$ cat src/rtl/wb_arbiter.sv
// Round-robin Wishbone arbiter: shares one slave port among NUM_MASTERS masters,
// with a watchdog that aborts strobes the slave never acknowledges.
module wb_arbiter #(
    parameter int unsigned NUM_MASTERS = 2,
    parameter int unsigned ADR_W       = 32,
    parameter int unsigned TIMEOUT     = 16
) (
    input  logic                         CLK,
    input  logic                         RST,
    input  logic [NUM_MASTERS-1:0]       M_CYC,
    input  logic [NUM_MASTERS-1:0]       M_STB,
    input  logic [NUM_MASTERS*ADR_W-1:0] M_ADR,
    output logic [NUM_MASTERS-1:0]       M_ACK,
    output logic [NUM_MASTERS-1:0]       M_ERR,
    output logic                         S_CYC,
    output logic                         S_STB,
    output logic [ADR_W-1:0]             S_ADR,
    input  logic                         S_ACK,
    output logic [NUM_MASTERS-1:0]       GNT
);

    localparam int unsigned IDX_W = (NUM_MASTERS > 1) ? $clog2(NUM_MASTERS) : 1;
    localparam int unsigned WD_W  = (TIMEOUT > 0) ? $clog2(TIMEOUT + 1) : 1;
    localparam logic [WD_W-1:0] WD_LAST = (TIMEOUT > 0) ? WD_W'(TIMEOUT - 1) : '0;
    localparam logic [IDX_W-1:0] IDX_LAST = IDX_W'(NUM_MASTERS - 1);

    typedef enum logic [1:0] {
        ST_IDLE  = 2'd0,
        ST_OWNED = 2'd1,
        ST_ABORT = 2'd2
    } state_e;

    state_e                 state_q, state_d;
    logic [NUM_MASTERS-1:0] gnt_q, gnt_d;
    logic [IDX_W-1:0]       last_q, last_d;   // also the owner index while granted
    logic [WD_W-1:0]        wd_q, wd_d;

    logic             own_cyc;
    logic             own_stb;
    logic [ADR_W-1:0] own_adr;
    logic             wd_fire;
    logic             found;
    logic [IDX_W-1:0] cand;

    assign own_cyc = M_CYC[last_q];
    assign own_stb = M_STB[last_q];
    assign own_adr = M_ADR[32'(last_q) * ADR_W +: ADR_W];

    // Fires on the stalled cycle that would bring the count to TIMEOUT; a same-cycle ACK wins.
    assign wd_fire = (TIMEOUT > 0) && (state_q == ST_OWNED) && own_cyc && own_stb
                     && !S_ACK && (wd_q == WD_LAST);

    assign GNT = gnt_q;

    // Slave-side mux and master-side return paths; everything is zero unless OWNED.
    always_comb begin
        S_CYC = 1'b0;
        S_STB = 1'b0;
        S_ADR = '0;
        M_ACK = '0;
        M_ERR = '0;
        if (state_q == ST_OWNED) begin
            S_CYC         = own_cyc;
            S_STB         = own_stb;
            S_ADR         = own_adr;
            M_ACK[last_q] = S_ACK;
            M_ERR[last_q] = wd_fire;
        end
    end

    // Next-state, grant and watchdog update.
    always_comb begin
        state_d = state_q;
        gnt_d   = gnt_q;
        last_d  = last_q;
        wd_d    = '0;
        found   = 1'b0;
        cand    = '0;
        case (state_q)
            ST_IDLE: begin
                if (|M_CYC) begin
                    for (int unsigned i = 1; i <= NUM_MASTERS; i++) begin
                        cand = IDX_W'((32'(last_q) + i) % NUM_MASTERS);
                        if (!found && M_CYC[cand]) begin
                            found  = 1'b1;
                            last_d = cand;
                        end
                    end
                    gnt_d         = '0;
                    gnt_d[last_d] = 1'b1;
                    state_d       = ST_OWNED;
                end
            end
            ST_OWNED: begin
                if (!own_cyc) begin
                    gnt_d   = '0;
                    state_d = ST_IDLE;
                end else if (wd_fire) begin
                    state_d = ST_ABORT;
                end else if ((TIMEOUT > 0) && own_stb && !S_ACK) begin
                    wd_d = wd_q + WD_W'(1);
                end
            end
            ST_ABORT: begin
                if (!own_cyc) begin
                    gnt_d   = '0;
                    state_d = ST_IDLE;
                end
            end
            default: begin
                gnt_d   = '0;
                state_d = ST_IDLE;
            end
        endcase
    end

    always_ff @(posedge CLK or posedge RST) begin
        if (RST) begin
            state_q <= ST_IDLE;
            gnt_q   <= '0;
            last_q  <= IDX_LAST;
            wd_q    <= '0;
        end else begin
            state_q <= state_d;
            gnt_q   <= gnt_d;
            last_q  <= last_d;
            wd_q    <= wd_d;
        end
    end

endmodule

$ cat config.mk
export PLATFORM = sky130hd
export DESIGN_NAME = wb_arbiter
export DESIGN_NICKNAME = d
export VERILOG_FILES = /design/src/rtl/wb_arbiter.sv
export SDC_FILE = /design/constraint.sdc
export NUM_CORES = 1
export LEC_CHECK = 0
export CAP_MARGIN = 10
export CORE_AREA = 2 2 60 62
export CTS_CLUSTER_SIZE = 24
export DETAILED_ROUTE_END_ITERATION = 8
export DIE_AREA = 0 0 62 64
export DONT_BUFFER_PORTS = 1
export PLACE_DENSITY = 0.53
export SYNTH_ARGS = -nofsm -noshare
export SYNTH_HDL_FRONTEND = slang
export SYNTH_SLANG_ARGS = --single-unit
$ cat constraint.sdc
create_clock -name CLK -period 2.8 [get_ports CLK]
set_input_delay 0.28 -clock CLK [delete_from_list [all_inputs] [get_ports CLK]]
set_output_delay 0.28 -clock CLK [all_outputs]
set_load 0.01 [all_outputs]
==> results by group <==
Status
  – Status: finished clean

Hold path
  – Worst Hold Depth: 2
  – Hold/Removal Path Class: in2reg

Yosys
  – Synth unique cells: 34
  – Synthesized cell area: between 1000 and 1500 µm²
  – Syn. warnings: 0
  – Synthesized netlist cell count: 140
  – Synthesized net count: roughly 220
  – Post-synth ARST share: 1.00
  – Main synth FF type: dfrtp_1
  – Post-Syn Area per Cell: approximately 9 µm²
  – EDFF count, synth: 0
  – Seq/Total Area, Yosys: 0.204
  – Yosys reg bits: 10

Layout
  – Flip-flop and latch area: approximately 250 µm²
  – Final instance area: 1300 µm²
  – Final Non-Filler Cells: about 190
  – Nets: between 200 and 250
  – Most frequent cells in the layout: 34 x nor2b_1, 33 x mux2i_1, 9 x dfrtp_1, 9 x inv_1
  – Share of layout cells above drive strength 1: 0.0719
  – Area grow syn2layout: 5.47%
  – Multi-input logic area: between 900 and 1000 µm²
  – Commonest non-fill, non-tap cell in the layout: nor2b_1
  – # diodes: 0
  – Fillcell total: roughly 360
  – Post-layout util: 0.397

STA
  – Clock Skews: between 0.003 and 0.004 ns
  – Setup_tns: 0 ns
  – Setup Viol. Count Final: 0
  – Maximum clock frequency: ~430 MHz
  – Final Critical Period: 2.35 ns
  – Tcrit/Tclk final: 0.840
  – Slew Limit Fails: 0
  – RSZ-0062 raised after global routing: false
  – Hold Vio Cnt, Final: 0
  – Worst Tran Pin Value: about 0.57 ns
  – Hold Slack: about 0.16 ns
  – Rel. slew slack: 0.619
  – PnR worst setup slack: roughly 0.45 ns

Routing
  – Vias/cell: around 5.3
  – Antenna viol nets, final: 0
  – Drt first pass iters: 4
  – Initial DRC Count: 27
  – Post-Route WL: roughly 3200 µm
  – Routed length per instance: ~17 µm
  – Via count: 984
  – Residual DRC count: 0

Clocking
  – CTS clk-pin slew, worst paths: roughly 0.060 ns
  – Clock Latency Late Sink: 0.27 ns
  – Clk sinks: 10
  – Num CTS Buffers: 3
  – Htree depth: 1
  – CTS tree: done
  – CTS max path bufs: 2
  – CTS Root Cell: clkbuf_4

Placed design
  – Gpl congestion: ~0.75
  – PortBufs: 0
  – Post-place setup slack: ~0.74 ns
  – Detailed Place HPWL: 2690 µm
  – Placed cell areas: between 1000 and 1500 µm²
  – Total placed cells including tap cells: between 150 and 200

Global route
  – Total grt overflow: 0
  – Total GRT Usage: 0.159
  – First-pass GRT wire length: about 4800 µm
  – Initial antenna violation count: 0
  – Vias in the first global route: around 970
  – Largest net degree at the start of global routing: 39

Critical path
  – Crit path launch type: flop
  – Crit end category: primary output
  – Crit-path max cell delay: 0.81 ns
  – Crit Path Class: reg2out
  – CP cell instances: mux2_4 > nand4b_1 > nor3_1
  – WP data required: between 2 and 3 ns
  – Slowest CP cell: dfstp_2
  – Crit-path max FO: 19
  – Crit path arrival time: 2.07 ns
  – R2R depth: 3

Floorplan
  – Die area: a little under 4000 µm²
  – Die height: between 60 and 70 µm
  – Rows: 21
  – Starting Density: 0.376
  – IO Count: around 110
  – Core area: roughly 3300 µm²
  – Die W: 62 µm

Pwr
  – Power Total: around 1.2 mW
  – Part of the power in combinational logic: 0.690
  – Clock power share: 0.092
  – Seq pwr share: 0.218
  – Pleak: 0.580 nW
  – Max rail drop VDD: between 0.4 and 0.5 mV
  – Switching Fraction: 0.504
  – Internal power: 0.578 mW
  – Switching power of the nets: between 0.5 and 0.6 mW
  – Pwr dens: about 900 nW/µm²

Flow run
  – Max Cap Viol: 0
-- power by group through the flow --
stage / clock network [mW] / logic, mW / registers [mW]
floorplan: 0 / 0.774 / 0.201
global placement: 0 / 0.796 / 0.253
detailed placement: 0 / 0.811 / 0.257
CTS: 0.110 / 0.815 / 0.254
global route: 0.116 / 0.875 / 0.265
finish: 0.107 / 0.805 / 0.255
-- registers in the layout, summed over array words and instances, names as in the netlist --
| signal | flops |
|---|---|
| GNT | 2 |
| last_q | 1 |
| state_q | 2 |
| wd_q | 5 |
-- path summary, 6_finish.rpt --
kind / from / end / slack (ns)
min reg2reg: wd_q[0] / wd_q[0] / 0.47
min: M_CYC[1] / last_q / 0.16
max: last_q / M_ERR[1] / 0.45
min in group asynchronous: RST / state_q[0] / 0.44
max in group asynchronous: RST / last_q / 2.04
max reg2reg: last_q / wd_q[1] / 0.98
-- metal layers --
layer  vias to the layer above  GRT usage  part of all wire
met3                         4     0.0243             0.081
met5                         -          0                 0
met1                       443      0.215              0.41
met4                         0     0.0479            0.0097
met2                        56      0.253              0.50
li1                        481          -                 -
-- worst max-delay path: cells and delay by family, from the launching register on --
family           cells  cell delay [ns]
DFF                  1             0.81
muxes                1             0.31
and+or+nand+nor      2             0.68
-- synthesized netlist by cell type (2+ instances only) --
cell | number | area, µm²
a21oi_1 | 2 | 10.0
and2_1 | 3 | 18.8
buf_2 | 3 | 15.0
clkbuf_1 | 4 | 15.0
dfrtp_1 | 9 | 225
ha_1 | 6 | 75.1
inv_1 | 9 | 33.8
maj3_1 | 2 | 20.0
mux2i_1 | 33 | 330
nand2_1 | 4 | 15.0
nor2_1 | 2 | 7.51
nor2b_1 | 34 | 213
nor3_1 | 6 | 30.0
nor3b_1 | 2 | 15.0
o22ai_1 | 2 | 12.5
-- final cells by class --
class / instances / share of cell area
Tap cell: 46 / 0.0442
Inverter: 9 / 0.0259
Sequential cell: 10 / 0.193
Timing Repair Buffer: 4 / 0.0250
Multi-Input combinational cell: 112 / 0.692
Clock buffer: 4 / 0.0202
-- cells by family (layout without fill, tap and decap cells) --
kind of cell             count (synthesis)  after routing  share of synthesized area
flip-flops                              10             10                      0.204
AND/OR/NAND/NOR                         55             55                      0.263
XOR/XNOR                                 2              2                     0.0142
multiplexers                            35             35                      0.289
adder cells (fa/ha/maj)                  8              8                     0.0770
AO/OA/AOI/OAI                           12             12                     0.0861
buffers and inverters                   18             17                     0.0669
-- repair_timing --
action                                  CTS  global route
hold buffers                              1             0
endpoints found under the setup margin    0             0
hold endpoints to repair                  9             0
setup buffers                             0             0
gates resized for setup                   0             0
Note: power is estimated with default switching activity, not from simulation.
